## src/rtl/mem_pkg.sv

```systemverilog
// ============================================================================
// Module      : mem_pkg
// Description : Shared types and constants for the memory-access stage.
// Revision    : 1.0 - initial release
// ============================================================================
`default_nettype none

package mem_pkg;

    typedef enum logic [1:0] {
        IDLE   = 2'd0,
        WAIT_R = 2'd1,
        WAIT_W = 2'd2
    } state_t;

    localparam int c_ADDR_W = 32;
    localparam int c_DATA_W = 32;
    localparam int c_STRB_W = 4;
    localparam int c_RD_W   = 5;
    localparam int c_CNT_W  = 8;

    localparam logic [2:0] c_WIDTH_BYTE = 3'd1;
    localparam logic [2:0] c_WIDTH_HALF = 3'd2;
    localparam logic [2:0] c_WIDTH_WORD = 3'd4;

    function automatic logic [2:0] strb_count(input logic [c_STRB_W-1:0] strb);
        logic [2:0] n;
        n = 3'd0;
        for (int i = 0; i < c_STRB_W; i++) begin
            n = n + {2'b00, strb[i]};
        end
        return n;
    endfunction

endpackage

`default_nettype wire

```

## src/rtl/load_align.sv

```systemverilog
// ============================================================================
// Module      : load_align
// Description : Aligns and sign/zero-extends load data selected by a strobe.
// Revision    : 1.0 - initial release
// ============================================================================
`default_nettype none

module load_align
    import mem_pkg::*;
(
    input  logic [c_STRB_W-1:0] i_strb,
    input  logic                i_signed,
    input  logic [c_DATA_W-1:0] i_rdata,
    output logic [c_DATA_W-1:0] o_result
);

    logic [1:0]          w_off;
    logic [c_DATA_W-1:0] w_shift;

    always_comb begin
        // Lowest set strobe bit marks the byte lane holding the LSB of the load.
        w_off = 2'd0;
        for (int i = c_STRB_W - 1; i >= 0; i--) begin
            if (i_strb[i]) w_off = 2'(i);
        end
        w_shift  = i_rdata >> {w_off, 3'b000};
        o_result = w_shift;
        case (strb_count(i_strb))
            c_WIDTH_BYTE: o_result = {{24{i_signed & w_shift[7]}}, w_shift[7:0]};
            c_WIDTH_HALF: o_result = {{16{i_signed & w_shift[15]}}, w_shift[15:0]};
            c_WIDTH_WORD: o_result = w_shift;
            default:      o_result = w_shift;
        endcase
        if (i_strb == '0) o_result = '0;
    end

endmodule

`default_nettype wire

```

## src/rtl/mem_access.sv

```systemverilog
// ============================================================================
// Module      : mem_access
// Description : Issues loads/stores to the data bus, stalls until ACK or
//               timeout, and registers the writeback/forwarding value.
// Revision    : 1.0 - initial release
// ============================================================================
`default_nettype none

module mem_access
    import mem_pkg::*;
#(
    parameter int TIMEOUT = 255
) (
    input  logic                CLK,
    input  logic                RST,
    input  logic [c_RD_W-1:0]   REG_W_RD,
    input  logic [c_DATA_W-1:0] REG_W_DATA,
    input  logic                MEM_R_VALID,
    input  logic [c_RD_W-1:0]   MEM_R_RD,
    input  logic [c_ADDR_W-1:0] MEM_R_ADDR,
    input  logic [c_STRB_W-1:0] MEM_R_STRB,
    input  logic                MEM_R_SIGNED,
    input  logic                MEM_W_VALID,
    input  logic [c_ADDR_W-1:0] MEM_W_ADDR,
    input  logic [c_STRB_W-1:0] MEM_W_STRB,
    input  logic [c_DATA_W-1:0] MEM_W_DATA,
    output logic                STALL,
    output logic                DMEM_REQ,
    output logic                DMEM_WE,
    output logic [c_ADDR_W-1:0] DMEM_ADDR,
    output logic [c_STRB_W-1:0] DMEM_STRB,
    output logic [c_DATA_W-1:0] DMEM_WDATA,
    input  logic                DMEM_ACK,
    input  logic [c_DATA_W-1:0] DMEM_RDATA,
    output logic [c_RD_W-1:0]   WB_RD,
    output logic [c_DATA_W-1:0] WB_DATA,
    output logic                BUS_ERR
);

    localparam logic [c_CNT_W-1:0] c_CNT_LAST = c_CNT_W'(TIMEOUT - 1);

    state_t              r_state;
    state_t              w_next;
    logic [c_CNT_W-1:0]  r_cnt;
    logic                r_req;
    logic                r_we;
    logic [c_ADDR_W-1:0] r_addr;
    logic [c_STRB_W-1:0] r_strb;
    logic [c_DATA_W-1:0] r_wdata;
    logic [c_RD_W-1:0]   r_rd;
    logic                r_signed;
    logic [c_RD_W-1:0]   r_wb_rd;
    logic [c_DATA_W-1:0] r_wb_data;
    logic                r_bus_err;
    logic                w_timeout;
    logic                w_done;
    logic [c_DATA_W-1:0] w_rdata;
    logic [c_DATA_W-1:0] w_load_data;

    // A simultaneous ACK wins over the timeout, so the error is suppressed.
    assign w_timeout = (r_state != IDLE) && !DMEM_ACK && (r_cnt == c_CNT_LAST);
    assign w_done    = (r_state != IDLE) && (DMEM_ACK || w_timeout);
    assign w_rdata   = DMEM_ACK ? DMEM_RDATA : '0;

    load_align u_load_align (
        .i_strb   (r_strb),
        .i_signed (r_signed),
        .i_rdata  (w_rdata),
        .o_result (w_load_data)
    );

    always_ff @(posedge CLK or negedge RST) begin
        if (!RST) r_state <= IDLE;
        else      r_state <= w_next;
    end

    always_comb begin
        w_next = r_state;
        STALL  = 1'b0;
        case (r_state)
            IDLE: begin
                STALL = MEM_R_VALID | MEM_W_VALID;
                if (MEM_R_VALID)      w_next = WAIT_R;
                else if (MEM_W_VALID) w_next = WAIT_W;
            end
            WAIT_R, WAIT_W: begin
                STALL = !w_done;
                if (w_done) w_next = IDLE;
            end
            default: w_next = IDLE;
        endcase
    end

    always_ff @(posedge CLK or negedge RST) begin
        if (!RST) begin
            r_cnt     <= '0;
            r_req     <= 1'b0;
            r_we      <= 1'b0;
            r_addr    <= '0;
            r_strb    <= '0;
            r_wdata   <= '0;
            r_rd      <= '0;
            r_signed  <= 1'b0;
            r_wb_rd   <= '0;
            r_wb_data <= '0;
            r_bus_err <= 1'b0;
        end else begin
            r_bus_err <= 1'b0;
            if (r_state == IDLE) begin
                r_cnt <= '0;
                if (MEM_R_VALID) begin
                    r_req    <= 1'b1;
                    r_we     <= 1'b0;
                    r_addr   <= MEM_R_ADDR;
                    r_strb   <= MEM_R_STRB;
                    r_wdata  <= '0;
                    r_rd     <= MEM_R_RD;
                    r_signed <= MEM_R_SIGNED;
                    r_wb_rd  <= '0;
                end else if (MEM_W_VALID) begin
                    r_req   <= 1'b1;
                    r_we    <= 1'b1;
                    r_addr  <= MEM_W_ADDR;
                    r_strb  <= MEM_W_STRB;
                    r_wdata <= MEM_W_DATA;
                    r_wb_rd <= '0;
                end else begin
                    r_wb_rd   <= REG_W_RD;
                    r_wb_data <= REG_W_DATA;
                end
            end else if (w_done) begin
                r_req     <= 1'b0;
                r_cnt     <= '0;
                r_bus_err <= w_timeout;
                if (r_state == WAIT_R) begin
                    r_wb_rd   <= r_rd;
                    r_wb_data <= w_load_data;
                end else begin
                    r_wb_rd <= '0;
                end
            end else begin
                r_cnt <= r_cnt + 1'b1;
            end
        end
    end

    assign DMEM_REQ   = r_req;
    assign DMEM_WE    = r_we;
    assign DMEM_ADDR  = r_addr;
    assign DMEM_STRB  = r_strb;
    assign DMEM_WDATA = r_wdata;
    assign WB_RD      = r_wb_rd;
    assign WB_DATA    = r_wb_data;
    assign BUS_ERR    = r_bus_err;

endmodule

`default_nettype wire

```

## config.mk

```make
export PLATFORM = sky130hd
export DESIGN_NAME = mem_access
export DESIGN_NICKNAME = d
export VERILOG_FILES = /design/src/rtl/mem_pkg.sv /design/src/rtl/load_align.sv /design/src/rtl/mem_access.sv
export SDC_FILE = /design/constraint.sdc
export NUM_CORES = 1
export LEC_CHECK = 0
export BUFFER_PORTS_ARGS = -buffer_cell sky130_fd_sc_hd__buf_2
export CORE_MARGIN = 2
export CORE_UTILIZATION = 40
export CTS_BUF_LIST = sky130_fd_sc_hd__clkbuf_16
export DETAILED_ROUTE_END_ITERATION = 10
export GPL_ROUTABILITY_DRIVEN = 0
export GPL_TIMING_DRIVEN = 0
export PLACE_DENSITY = 0.7
export SLEW_MARGIN = 20
export SYNTH_ARGS = -nofsm -noshare
export SYNTH_HDL_FRONTEND = slang
export SYNTH_SLANG_ARGS = --single-unit
```

## constraint.sdc

```tcl
create_clock -name CLK -period 6.3 [get_ports CLK]
set_clock_uncertainty 0.05 [all_clocks]
set_input_delay 0.63 -clock CLK [delete_from_list [all_inputs] [get_ports CLK]]
set_output_delay 0.63 -clock CLK [all_outputs]
set_load 0.02 [all_outputs]
```

# Yosys cells after proc, flatten, opt, wreduce, memory -nomap -nowiden

Cells that the tools add are included.

Flip-flop bits (word level): 124
Bits of input ports: 184

Add/subtract/negate cells: 4
Equal/unequal tests: 9
Shifts and indexed selects: 1
Muxes and demuxes: 37
Bitwise operators: 3
Reduce and logical (&&, ||, !) cells: 18

Operator list:

| cell                                                            | count |
|---|---|
| 32-bit 2-to-1 mux                                               | 11 |
| 32-bit case mux with 2 select lines                             | 1 |
| 32-bit by 5-bit >> shifter with 32-bit output                   | 1 |
| 5-bit 2-to-1 mux                                                | 5 |
| 8-bit 2-to-1 mux                                                | 2 |
| 2-bit 2-to-1 mux                                                | 7 |
| 8-bit by 1-bit adder with 8-bit output, second input constant   | 1 |
| 8-bit == test, second input constant                            | 1 |
| 4-bit 2-to-1 mux                                                | 2 |
| 2-bit AND reduction                                             | 4 |
| 2-bit nonzero test                                              | 4 |
| 1-bit 2-to-1 mux                                                | 7 |
| 3-bit by 1-bit adder with 3-bit output                          | 2 |
| 2-bit != test, second input constant                            | 3 |
| 4-bit zero test                                                 | 1 |
| 2-bit case mux with 2 select lines                              | 1 |
| 4-bit AND reduction                                             | 1 |
| 3-bit by 1-bit == test with 1-bit output, second input constant | 1 |
| 3-bit by 2-bit == test with 1-bit output, second input constant | 1 |
| 1-bit logical AND                                               | 3 |
| 3-bit != test, second input constant                            | 1 |
| 1-bit by 1-bit adder with 2-bit output                          | 1 |
| 1-bit AND                                                       | 2 |
| 2-bit by 1-bit == test with 1-bit output, second input constant | 1 |
| other kinds (7)                                                 | 8 |

# Logic depth before layout (Yosys ltp)

Gate-level depths: netlist of run 1.

Word-level depth: 11
Gate-level depth with buffers: 14

# Hierarchy

From an unflattened synthesis of run 1, not the netlist that was laid out.

Cells, all modules: 635
Area, all modules: 6547.5 um2

Modules (own cells, without submodules):

| module     | instances | cells an instance | area each (um2) | sequential area each (um2) |
|---|---|---|---|---|
| mem_access | 1         | 510               | 5699.2          | 3103.0 |
| load_align | 1         | 125               | 848.3           | 0.0 |

# Worst setup path before layout of run 1

Ideal clock, no wire load.

Kind: reg2reg
From: register r_strb[0] (netlist: DMEM_STRB[0])
To: register r_wb_data[21] (netlist: WB_DATA[21])
Library setup time: 0.134 ns
Arrival time: 3.034 ns
Path slack: 3.083 ns
Stages on the path, launching flop included: 15
Path buffers: 3
Clock period less this slack: 3.217 ns
Cells stage by stage: dfrtp_1 -> buf_4 -> inv_1 -> ha_1 -> inv_1 -> fa_1 -> inv_1 -> ha_1 -> or2_2 -> clkbuf_1 -> a21oi_1 -> inv_1 -> a221oi_4 -> buf_6 -> o31ai_1

Word-level cells in the longest chain between the ends: 9

Ends and longest elaborated chain:

| what                                                                                                        | RTL line          | RTL |
|---|---|---|
| from (decl)                                                                                                 | mem_access.sv:48  | `logic [c_STRB_W-1:0] r_strb;` |
| from (signal assigned)                                                                                      | mem_access.sv:100 | `r_strb <= '0;` |
| from (signal assigned)                                                                                      | mem_access.sv:115 | `r_strb <= MEM_R_STRB;` |
| from (signal assigned)                                                                                      | mem_access.sv:124 | `r_strb <= MEM_W_STRB;` |
| 1-bit by 1-bit adder with 2-bit output                                                                      | mem_pkg.sv:30     | `n = n + {2'b00, strb[i]};` |
| 3-bit by 1-bit adder with 3-bit output (2 in series)                                                        | mem_pkg.sv:30     |  |
| 3-bit by 2-bit == test with 1-bit output / 3-bit by 1-bit == test with 1-bit output (equally long branches) | load_align.sv:28  | `case (strb_count(i_strb))` |
| 32-bit case mux with 2 select lines                                                                         | load_align.sv:28  |  |
| 32-bit 2-to-1 mux (*)                                                                                       | load_align.sv:34  | `if (i_strb == '0) o_result = '0;` |
| 32-bit 2-to-1 mux (*)                                                                                       | mem_access.sv:135 | `if (r_state == WAIT_R) begin` |
| 32-bit 2-to-1 mux (*)                                                                                       | mem_access.sv:131 | `end else if (w_done) begin` |
| 32-bit 2-to-1 mux (*)                                                                                       | mem_access.sv:109 | `if (r_state == IDLE) begin` |
| to (signal assigned)                                                                                        | mem_access.sv:137 | `r_wb_data <= w_load_data;` |
| to (decl)                                                                                                   | mem_access.sv:53  | `logic [c_DATA_W-1:0] r_wb_data;` |

Every way passes the cells marked *; elsewhere a longest branch is shown, timed or not. The select of a mux whose other input is x is not followed.
A chain may end at the register's enable or synchronous reset.

# Worst setup path after layout of run 1

From: register r_state[0]
To: output port STALL

Word-level cells in the longest chain between the ends: 7

Ends and longest elaborated chain:

| what                                   | RTL line                           | RTL |
|---|---|---|
| from (decl)                            | mem_access.sv:42                   | `state_t r_state;` |
| from (signal assigned)                 | mem_access.sv:74                   | `else r_state <= w_next;` |
| 2-bit nonzero test                     | mem_access.sv:61, mem_access.sv:62 |  |
| 1-bit logical AND (2 in series)        | mem_access.sv:61                   | `assign w_timeout = (r_state != IDLE) && !DMEM_ACK && (r_cnt == c_CNT_LAST);` |
| 1-bit logical OR                       | mem_access.sv:62                   | `assign w_done = (r_state != IDLE) && (DMEM_ACK \|\| w_timeout);` |
| 1-bit logical AND                      | mem_access.sv:62                   |  |
| 1-bit zero test                        | mem_access.sv:87                   | `STALL = !w_done;` |
| 1-bit case mux with 2 select lines (*) | mem_access.sv:80                   | `case (r_state)` |
| to (decl)                              | mem_access.sv:27                   | `output logic STALL,` |

Every way passes the cells marked *; elsewhere a longest branch is shown, timed or not.

==> metrics.md, run 1 <==
| Metric | Value |
|---|---|
| Status | complete, no violations |
| Fin Hold WS | 98.07 ps |
| Top-count cell post-synth | dfrtp_1 |
| Worst Slack Setup Final | 2755 ps |
| Worst endpoint required time | 5620 ps |
| First-pass GRT wire length | 32.54 mm |
| Critical Path Start Type | register |
| Setup CP Type | reg2out |
| Vias per inst | 5.180 |
| Non-Filler Instances | 1,192 |
| Global route total overflow | 0 |
| Drt first-iter violations | 370 |
| Leakage | 4.418 nW |
| Setup Buffers After CTS | 0 |
| Row Count | 45 |
| Worst slew pin tran | 944.7 ps |
| HP Class | in2async |
| Layout Area Growth over Synthesis | 36.58% |
| Cell taking the most area after synthesis | dfrtp_1 |
| Placed Cells | 1,160 |
| Post_cts resized | 0 |
| Tmin final | 3545 ps |
| Die area | 0.01683 mm² |
| IO Port Bufs | 291 |
| Hold Buf Count CTS | 0 |
| Final hold vios | 0 |
| Number of global-route vias before repair | 6,075 |
| Final period util | 0.5628 |
| Maximum buffer depth of the clock tree | 2 |
| Sink Count | 124 |
| Core region area | 0.01531 mm² |
| Number of top-level pins | 293 |
| FF-to-FF Start | DMEM_STRB[0] |
| CP peak stage delay | 400 ps |
| CTS Root Buffer Type | clkbuf_16 |
| Number of synthesized flops with an enable pin | 0 |
| Wire per inst | 17.73 µm |
| Clock slew at reported path FFs | 60 ps |
| First-pass detailed-route iteration total | 5 |
| TritonCTS Buffers | 17 |
| Syn avg cell area | 9.625 µm² |
| Clock Latency Late Sink | 420 ps |
| Synth top cells by count | 124 x dfrtp_1, 99 x o21ai_0, 81 x nand2_1, 54 x a21oi_1, 39 x clkbuf_1 |
| Post-route total power | 0.004753 W |
| CP arrival | 2870 ps |
| Asr flop ratio synth | 1.000 |
| Initial antenna violation count | 2 |
| DP HPWL | 16.57 mm |
| Fin. max-slew vios | 0 |
| CTS tree | built |
| Syn Nets | 850 |
| Final Setup Violations | 0 |
| Largest net degree at the start of global routing | 78 |
| Layout cells sized above 1 | 0.3592 |
| Synth Instances | 657 |
| Sequential area share after synthesis | 0.4907 |
| CP Capture Type | output pin |
| Dpl ws | 2797 ps |
| Max VDD drop | 0.0002354 V |
| DRT antenna net count | 0 |
| CTS H-Tree Depth | 4 |
| Initial Util | 0.4129 |
| CP cell instances | inv_1, ha_1, o21ai_0, clkbuf_1, clkbuf_1, clkbuf_1, a21oi_1, buf_2 |
| Netlist cell types | 42 |
| Seq cells post-synth | 124 |
| FF-to-FF End | WB_DATA[28] |
| Rel. slew slack | 0.3702 |
| Post-Route WL | 21.14 mm |
| Cell Area, Synth | 0.006324 mm² |
| Layout Nets | 1,161 |
| Path depth of the worst reg2reg path | 14 |
| Max Cap Violations | 0 |
| Crit path max-delay cell type | clkbuf_1 |
| Worst-path maximum fanout | 10 |
| Vias | 6,175 |
| Share of the synthesized area in the top cell type | 0.4907 |
| Residual DRC | 0 |
| Ys flop type | dfrtp_1 |
| FMAX | 0.2821 GHz |
| Power density over cell area | 550.3 mW/mm² |
| Vert. Die Dim | 129.7 µm |
| GRT Util Overall | 0.2554 |
| Die Wd | 129.7 µm |
| Ys Warns | 0 |
| TNS Setup | 0 ps |
| Dominant cells by area after synthesis | dfrtp_1 49%, o21ai_0 7.8%, mux2i_1 5.7% |
| Worst reg2reg setup slack | 2780 ps |
| RSZ-0062 raised after global routing | no |
| Most common cell on crit path | clkbuf_1 |
[report_power, final]
part	switching, W	total (W)	internal [W]
clock	0.000358	0.000931	0.000574
sequential	0.000203	0.00134	0.00114
combinational	0.00165	0.00248	0.000829
[cell usage in the layout (no fill, tap or decap), types with 3 or more instances in the layout]
cell type,netlist,routed
buf_2,2,292
dfrtp_1,124,124
o21ai_0,99,99
nand2_1,81,81
a21oi_1,54,54
clkbuf_1,39,39
mux2i_1,36,36
and3_1,33,33
nand2b_1,33,33
nor2_1,20,20
mux2_2,19,19
clkbuf_16,0,17
o31ai_1,16,16
inv_1,12,15
a211oi_1,14,14
nand3_1,10,10
ha_1,8,8
a22oi_1,6,6
xor2_1,5,5
a222oi_1,5,5
buf_6,3,4
buf_1,3,3
nor3_1,3,3
nor2b_1,3,3
mux4_2,3,3
a32oi_1,3,3
[cell families after synthesis]
kind of cell	share of synthesized area
flops	0.4907
xor+xnor	0.008310
buf+inv	0.04135
simple gates	0.1516
compound gates	0.1876
mux	0.1015
fa+ha+maj	0.01900
[sequential cells by signal, indices dropped and copies added (netlist names)]
register	count
DMEM_WE	1
WB_RD	5
r_cnt	8
r_signed	1
r_rd	5
DMEM_WDATA	32
r_state	2
DMEM_ADDR	32
DMEM_STRB	4
BUS_ERR	1
WB_DATA	32
DMEM_REQ	1
[routing by layer]
metal,vias to the layer above,routed length [µm],global-route usage
met5,-,13,0
met4,2,561,0.09804
met3,38,1656,0.07011
met2,285,10570,0.4423
met1,2895,8335,0.3038
li1,2955,-,-
[worst max-delay path, delay by kind of cell (launching register included)]
family / cells / cell delay (ps)
AO/OA/AOI/OAI: 2 / 350
adder cells (fa/ha/maj): 1 / 310
buffers and inverters: 5 / 1410
flip-flops: 1 / 380
[stage by stage]
step | cell area, µm² | util
floorplan | 6324 | -
global placement | 8044 | 0.5252
detailed placement | 8078 | 0.5275
CTS | 8635 | 0.5638
global route | 8635 | 0.5638
finish | 8637 | 0.5640
[worst max path at each step]
stage	slack [ps]	start	endpoint	cells past startpoint
after detailed placement	2800	DMEM_STRB[0]	WB_DATA[28]	14
after floorplan	3080	DMEM_STRB[0]	WB_DATA[21]	14
after global routing	2430	r_state[0]	STALL	8
after global placement	2850	DMEM_STRB[0]	WB_DATA[25]	14
final	2750	r_state[0]	STALL	8
after CTS	2730	r_state[0]	STALL	8
[layout make-up]
type,count,area [µm²]
antenna,1,2.502
buffer,49,216.5
clock buffer,17,425.4
clock inverter,14,131.4
fill,1459,6678
inverter,12,45.04
multi-input combinational,472,2959
sequential,124,3103
tap,211,264.0
timing repair buffer,292,1490
Note: power is estimated with default switching activity, not from simulation.
==> run 2: changes to the inputs <==
--- a/config.mk
+++ b/config.mk
@@ -12,7 +12,7 @@
 export DETAILED_ROUTE_END_ITERATION = 10
 export GPL_ROUTABILITY_DRIVEN = 0
 export GPL_TIMING_DRIVEN = 0
-export PLACE_DENSITY = 0.7
+export PLACE_DENSITY = 0.73
 export SLEW_MARGIN = 20
 export SYNTH_ARGS = -nofsm -noshare
 export SYNTH_HDL_FRONTEND = slang
==> constraint.sdc (replaced) <==
create_clock -name CLK -period 2.9 [get_ports CLK]
set_clock_uncertainty 0.05 [all_clocks]
set_input_delay 0.29 -clock CLK [delete_from_list [all_inputs] [get_ports CLK]]
set_output_delay 0.29 -clock CLK [all_outputs]
set_load 0.02 [all_outputs]
==> metrics.md, run 2 (same netlist as run 1, synthesis figures left out) <==
| Metric | Value |
|---|---|
| Max Cap Violations | 0 (unchanged) |
| Vias per inst | 5.165 (-0.30%) |
| # fillers | 1,439 (-1.4%) |
| Number of global-route vias before repair | 5,969 (-1.7%) |
| FMAX | 0.3591 GHz |
| Dpl ws | -197.2 ps (-2994 ps) |
| Core region area | 0.01531 mm² (unchanged) |
| Vias | 6,239 (+1.0%) |
| Post-Route WL | 20.85 mm (-1.4%) |
| Row Count | 45 (unchanged) |
| Setup CP Type | reg2reg |
| Final Setup Violations | 0 (unchanged) |
| Power density over cell area | 1240 mW/mm² (+130%) |
| Vert. Die Dim | 129.7 µm (unchanged) |
| Placed Cells | 1,160 (unchanged) |
| Worst slew pin tran | 1045 ps (+100.7 ps) |
| Fin. max-slew vios | 0 (unchanged) |
| Status | complete, no violations |
| Final period util | 0.9602 |
| Layout Nets | 1,175 (+1.2%) |
| Commonest non-fill, non-tap cell in the layout | buf_2 |
| Initial antenna violation count | 2 (unchanged) |
| Final hold vios | 0 (unchanged) |
| Post-layout util | 0.5738 (+0.009804) |
| Sink Count | 124 (unchanged) |
| GRT Util Overall | 0.2448 (-0.01065) |
| Critical Path Start Type | register |
| CTS tree | built |
| Worst endpoint required time | 3140 ps (-2480 ps) |
| TNS Setup | 0 ps (unchanged) |
| Layout cells sized above 1 | 0.3869 (+0.02775) |
| Most frequent cells in the layout | 294 x buf_2, 122 x dfrtp_1, 99 x o21ai_0 |
| Wire per inst | 17.26 µm (-2.7%) |
| First-pass detailed-route iteration total | 5 (unchanged) |
| DRT antenna net count | 0 (unchanged) |
| Layout Area Growth over Synthesis | 38.96% |
| Die area | 0.01683 mm² (unchanged) |
| Drt first-iter violations | 383 (+3.5%) |
| CTS H-Tree Depth | 4 (unchanged) |
| Max VDD drop | 0.0005910 V (+150%) |
| Die Wd | 129.7 µm (unchanged) |
| CTS Root Buffer Type | clkbuf_16 |
| Tmin final | 2785 ps |
| Rel. slew slack | 0.2966 (-0.07356) |
| Number of top-level pins | 293 (unchanged) |
| Register Area | 0.003105 mm² (about the same) |
| Initial Util | 0.4129 (unchanged) |
| Non-Filler Instances | 1,208 (+1.3%) |
| Worst-path maximum fanout | 5 (-5) |
| DP HPWL | 15.73 mm (-5.1%) |
| Clock Latency Late Sink | 420 ps (about the same) |
| TritonCTS Buffers | 17 (unchanged) |
| Worst Slack Setup Final | 115.4 ps (-2639 ps) |
| Maximum buffer depth of the clock tree | 2 (unchanged) |
| Global route total overflow | 0 (unchanged) |
| Clock slew at reported path FFs | 60 ps (about the same) |
| CP Capture Type | register |
| First-pass GRT wire length | 31.42 mm (-3.5%) |
| Residual DRC | 0 (unchanged) |
| Area of the multi-input gates | 0.002994 mm² (+1.2%) |
| Fin Hold WS | 47.99 ps (-50.08 ps) |
| IO Port Bufs | 291 (unchanged) |
| Largest net degree at the start of global routing | 70 (-10%) |
| HP Class | in2reg |
| Leakage | 4.484 nW (+1.5%) |
| CP arrival | 3020 ps (+150 ps) |
-- run 2: cell types whose count changed in the layout (fill, tap and decap cells not counted), sizes merged --
cell | before | now
buf | 302 | 318
inv | 17 | 18
clkinvlp | 1 | 3
clkbuf | 56 | 53
dlygate4sd3 | 0 | 1
diode | 1 | 2
bufinv | 2 | 0
-- run 2: critical path, cell delays in order, from the launching register on --
cell	delay, ps
dfrtp_2	360
buf_6	110
inv_1	60
ha_1	270
inv_1	40
fa_2	310
inv_1	60
ha_1	230
or2_4	290
a21oi_4	210
inv_2	70
a221oi_4	220
buf_6	160
buf_6	120
o31ai_1	80
-- run 2: per-layer routing --
layer,GRT usage,up-vias,wire (µm)
met4,0.08855,0,425
met5,0,-,0
met3,0.06642,35,1533
li1,-,2986,-
met1,0.2915,2946,8396
met2,0.4262,272,10490
-- run 2: layout make-up --
cell class	count	area share
clock buffers	17	0.04841
well taps	211	0.03004
flip-flops and latches	124	0.3534
clock inverters	15	0.01296
plain buffers	47	0.02506
inverters	12	0.005126
repair buffers	308	0.1837
diodes	2	0.0005696
multi-input cells	472	0.3407
-- run 2: repair_timing --
action / 4_1_cts / 5_1_grt
pin swaps: 2 / 1
gates resized for setup: 7 / 4
cloned: 1 / 0
endpoints found under the hold margin: 55 / 0
endpoints found under the setup margin: 22 / 24
buffers inserted: 9 / 5
hold buffers: 1 / 0
-- run 2: per-stage QoR --
step                      power (W)  cell area [µm²]
final                       0.01090             8787
after global routing        0.01159             8785
after CTS                   0.01087             8751
after detailed placement   0.008437             8114
after global placement     0.008343             8080
after floorplan            0.006530             6360
-- run 2: power by group --
| group | leakage (nW) | switching, W | total [W] | internal (W) |
|---|---|---|---|---|
| Sequential | 1.58 | 0.000431 | 0.00290 | 0.00247 |
| Clock | 0.260 | 0.000850 | 0.00195 | 0.00110 |
| Combinational | 2.65 | 0.00381 | 0.00605 | 0.00224 |
-- run 2: final timing paths --
check / slack [ps] / end / cells after the start / start
worst min-delay path: 50 / r_signed / 2 / MEM_R_SIGNED
worst max register to register: 120 / WB_DATA[30] / 14 / DMEM_STRB[0]
worst max-delay path: 120 / WB_DATA[30] / 14 / DMEM_STRB[0]
worst min register to register: 420 / DMEM_ADDR[16] / 2 / DMEM_ADDR[16]
max in group asynchronous: 1700 / DMEM_STRB[1] / 3 / RST
min in group asynchronous: 360 / BUS_ERR / 2 / RST
==> run 3: changes to the inputs <==
--- a/config.mk
+++ b/config.mk
@@ -13,6 +13,7 @@
 export GPL_ROUTABILITY_DRIVEN = 0
 export GPL_TIMING_DRIVEN = 0
 export PLACE_DENSITY = 0.73
+export RECOVER_POWER = 25
 export SLEW_MARGIN = 20
 export SYNTH_ARGS = -nofsm -noshare
 export SYNTH_HDL_FRONTEND = slang
==> metrics.md, run 3 (same netlist as run 1, synthesis figures left out) <==
| Metric | Value |
|---|---|
| Post-Route WL | 20.85 mm (about the same) |
| # fillers | 1,442 (+0.21%) |
| Drt first-iter violations | 372 (-2.9%) |
| Largest net degree at the start of global routing | 70 (unchanged) |
| CP Capture Type | register |
| Final hold vios | 0 (unchanged) |
| First-pass GRT wire length | 31.42 mm (unchanged) |
| TritonCTS Buffers | 17 (unchanged) |
| FMAX | 0.3590 GHz (about the same) |
| Fin. max-slew vios | 0 (unchanged) |
| Global route total overflow | 0 (unchanged) |
| Critical Path Start Type | register |
| Worst slew pin tran | 1498 ps (+452.4 ps) |
| Failing checks | capacitance limit |
| Die Wd | 129.7 µm (unchanged) |
| Layout cells sized above 1 | 0.3839 (-0.003015) |
| Rel. slew slack | 0.001463 (-0.2952) |
| DRT antenna net count | 0 (unchanged) |
| Status | finished with violations |
| Power density over cell area | 1240 mW/mm² (about the same) |
| Setup CP Type | reg2reg |
| Worst Slack Setup Final | 114.6 ps (-0.7680 ps) |
| Leakage | 4.471 nW (-0.29%) |
| Maximum buffer depth of the clock tree | 2 (unchanged) |
| CP arrival | 3020 ps (about the same) |
| HP Class | in2reg |
| Layout Nets | 1,175 (unchanged) |
| Max Cap Violations | 1 (+1) |
| Vert. Die Dim | 129.7 µm (unchanged) |
| Vias | 6,236 (-0.048%) |
| Commonest non-fill, non-tap cell in the layout | buf_2 |
| CTS tree | built |
| Final period util | 0.9605 (about the same) |
| Initial antenna violation count | 2 (unchanged) |
| Tmin final | 2785 ps (+0.7680 ps) |
| Max VDD drop | 0.0005888 V (-0.38%) |
| Worst endpoint required time | 3140 ps (about the same) |
| CTS Root Buffer Type | clkbuf_16 |
| Die area | 0.01683 mm² (unchanged) |
| Number of global-route vias before repair | 5,969 (unchanged) |
| Most frequent cells in the layout | 291 x buf_2, 122 x dfrtp_1, 99 x o21ai_0 |
| Dpl cell area | 0.008114 mm² (unchanged) |
| Number of top-level pins | 293 (unchanged) |
| First-pass detailed-route iteration total | 5 (unchanged) |
| Clock slew at reported path FFs | 60 ps (about the same) |
| Wire per inst | 17.26 µm (about the same) |
| Row Count | 45 (unchanged) |
| Clock Latency Late Sink | 420 ps (about the same) |
| Residual DRC | 0 (unchanged) |
| Initial Util | 0.4129 (unchanged) |
| Sink Count | 124 (unchanged) |
| Layout Area Growth over Synthesis | 38.80% |
| Final Setup Violations | 0 (unchanged) |
| Worst-path maximum fanout | 5 (unchanged) |
| DP HPWL | 15.73 mm (unchanged) |
| Fin area | 0.008777 mm² (-0.11%) |
| Fin Hold WS | 46.54 ps (-1.449 ps) |
| Vias per inst | 5.162 (about the same) |
| GRT Util Overall | 0.2448 (unchanged) |
| Core region area | 0.01531 mm² (unchanged) |
| Post-layout util | 0.5731 (-0.0006540) |
| IO Port Bufs | 291 (unchanged) |
| CTS H-Tree Depth | 4 (unchanged) |
| Dpl ws | -197.2 ps (unchanged) |
run 3: changes by cell type in the layout (fill, tap and decap cells not counted), sizes merged:
| cell | previous run | this run |
|---|---|---|
| buf | 318 | 314 |
| clkbuf | 53 | 57 |
run 3: report_power, final:
group	leakage, nW	internal, W	total (W)	switching [W]
logic	2.63	0.00223	0.00603	0.00380
clock network	0.260	0.00110	0.00195	0.000849
registers	1.58	0.00247	0.00290	0.000433
total	4.47	0.00580	0.0109	0.00508
run 3: critical path, cell delays in order (launching register included):
cell and delay, ps:
dfrtp_2 360, buf_6 110, inv_1 60, ha_1 270, inv_1 40, fa_2 310
inv_1 60, ha_1 230, or2_4 290, a21oi_4 210, inv_2 70, a221oi_4 220
buf_6 160, buf_6 120, o31ai_1 80
run 3: routing by layer:
layer / up-vias / GRT usage / share of wire
li1: 2990 / - / -
met1: 2946 / 0.2915 / 0.40
met2: 270 / 0.4262 / 0.50
met3: 30 / 0.06642 / 0.076
met4: 0 / 0.08855 / 0.019
met5: - / 0 / 0
run 3: final cells by class:
type                       instances  area (µm²)  area share
sequential                       124        3105      0.3538
multi-input combinational        472        2994      0.3411
timing repair buffer             308        1604      0.1828
clock buffer                      17       425.4     0.04847
tap                              211       264.0     0.03008
buffer                            47       220.2     0.02509
clock inverter                    15       113.9     0.01297
inverter                          12       45.04    0.005132
antenna                            2       5.005   0.0005702
run 3: path summary, 6_finish.rpt:
check                               from       endpoint  slack, ps  cells past startpoint
min in group asynchronous            RST        BUS_ERR        720                      2
hold reg to reg            DMEM_ADDR[16]  DMEM_ADDR[16]        420                      2
max in group asynchronous            RST   DMEM_STRB[1]       1060                      3
hold / removal              MEM_R_SIGNED       r_signed         50                      2
setup reg to reg            DMEM_STRB[0]    WB_DATA[30]        110                     14
setup / recovery            DMEM_STRB[0]    WB_DATA[30]        110                     14
run 3: metrics by stage:
step | setup TNS (ps) | cells | total power [W]
2_1_floorplan | 0 | 657 | 0.006530
3_3_place_gp | -17810 | 1159 | 0.008343
3_5_place_dp | -2232 | 1160 | 0.008437
4_1_cts | 0 | 1202 | 0.01087
5_1_grt | -0.6783 | 1207 | 0.01158
6_report | 0 | 1208 | 0.01088
run 3: timing repair:
item,4_1_cts,5_1_grt
endpoints found under the setup margin,22,24
setup buffers,9,5
cloned,1,0
hold buffers,1,0
pin swaps,2,1
hold endpoints to repair,55,0
resized for setup,7,4
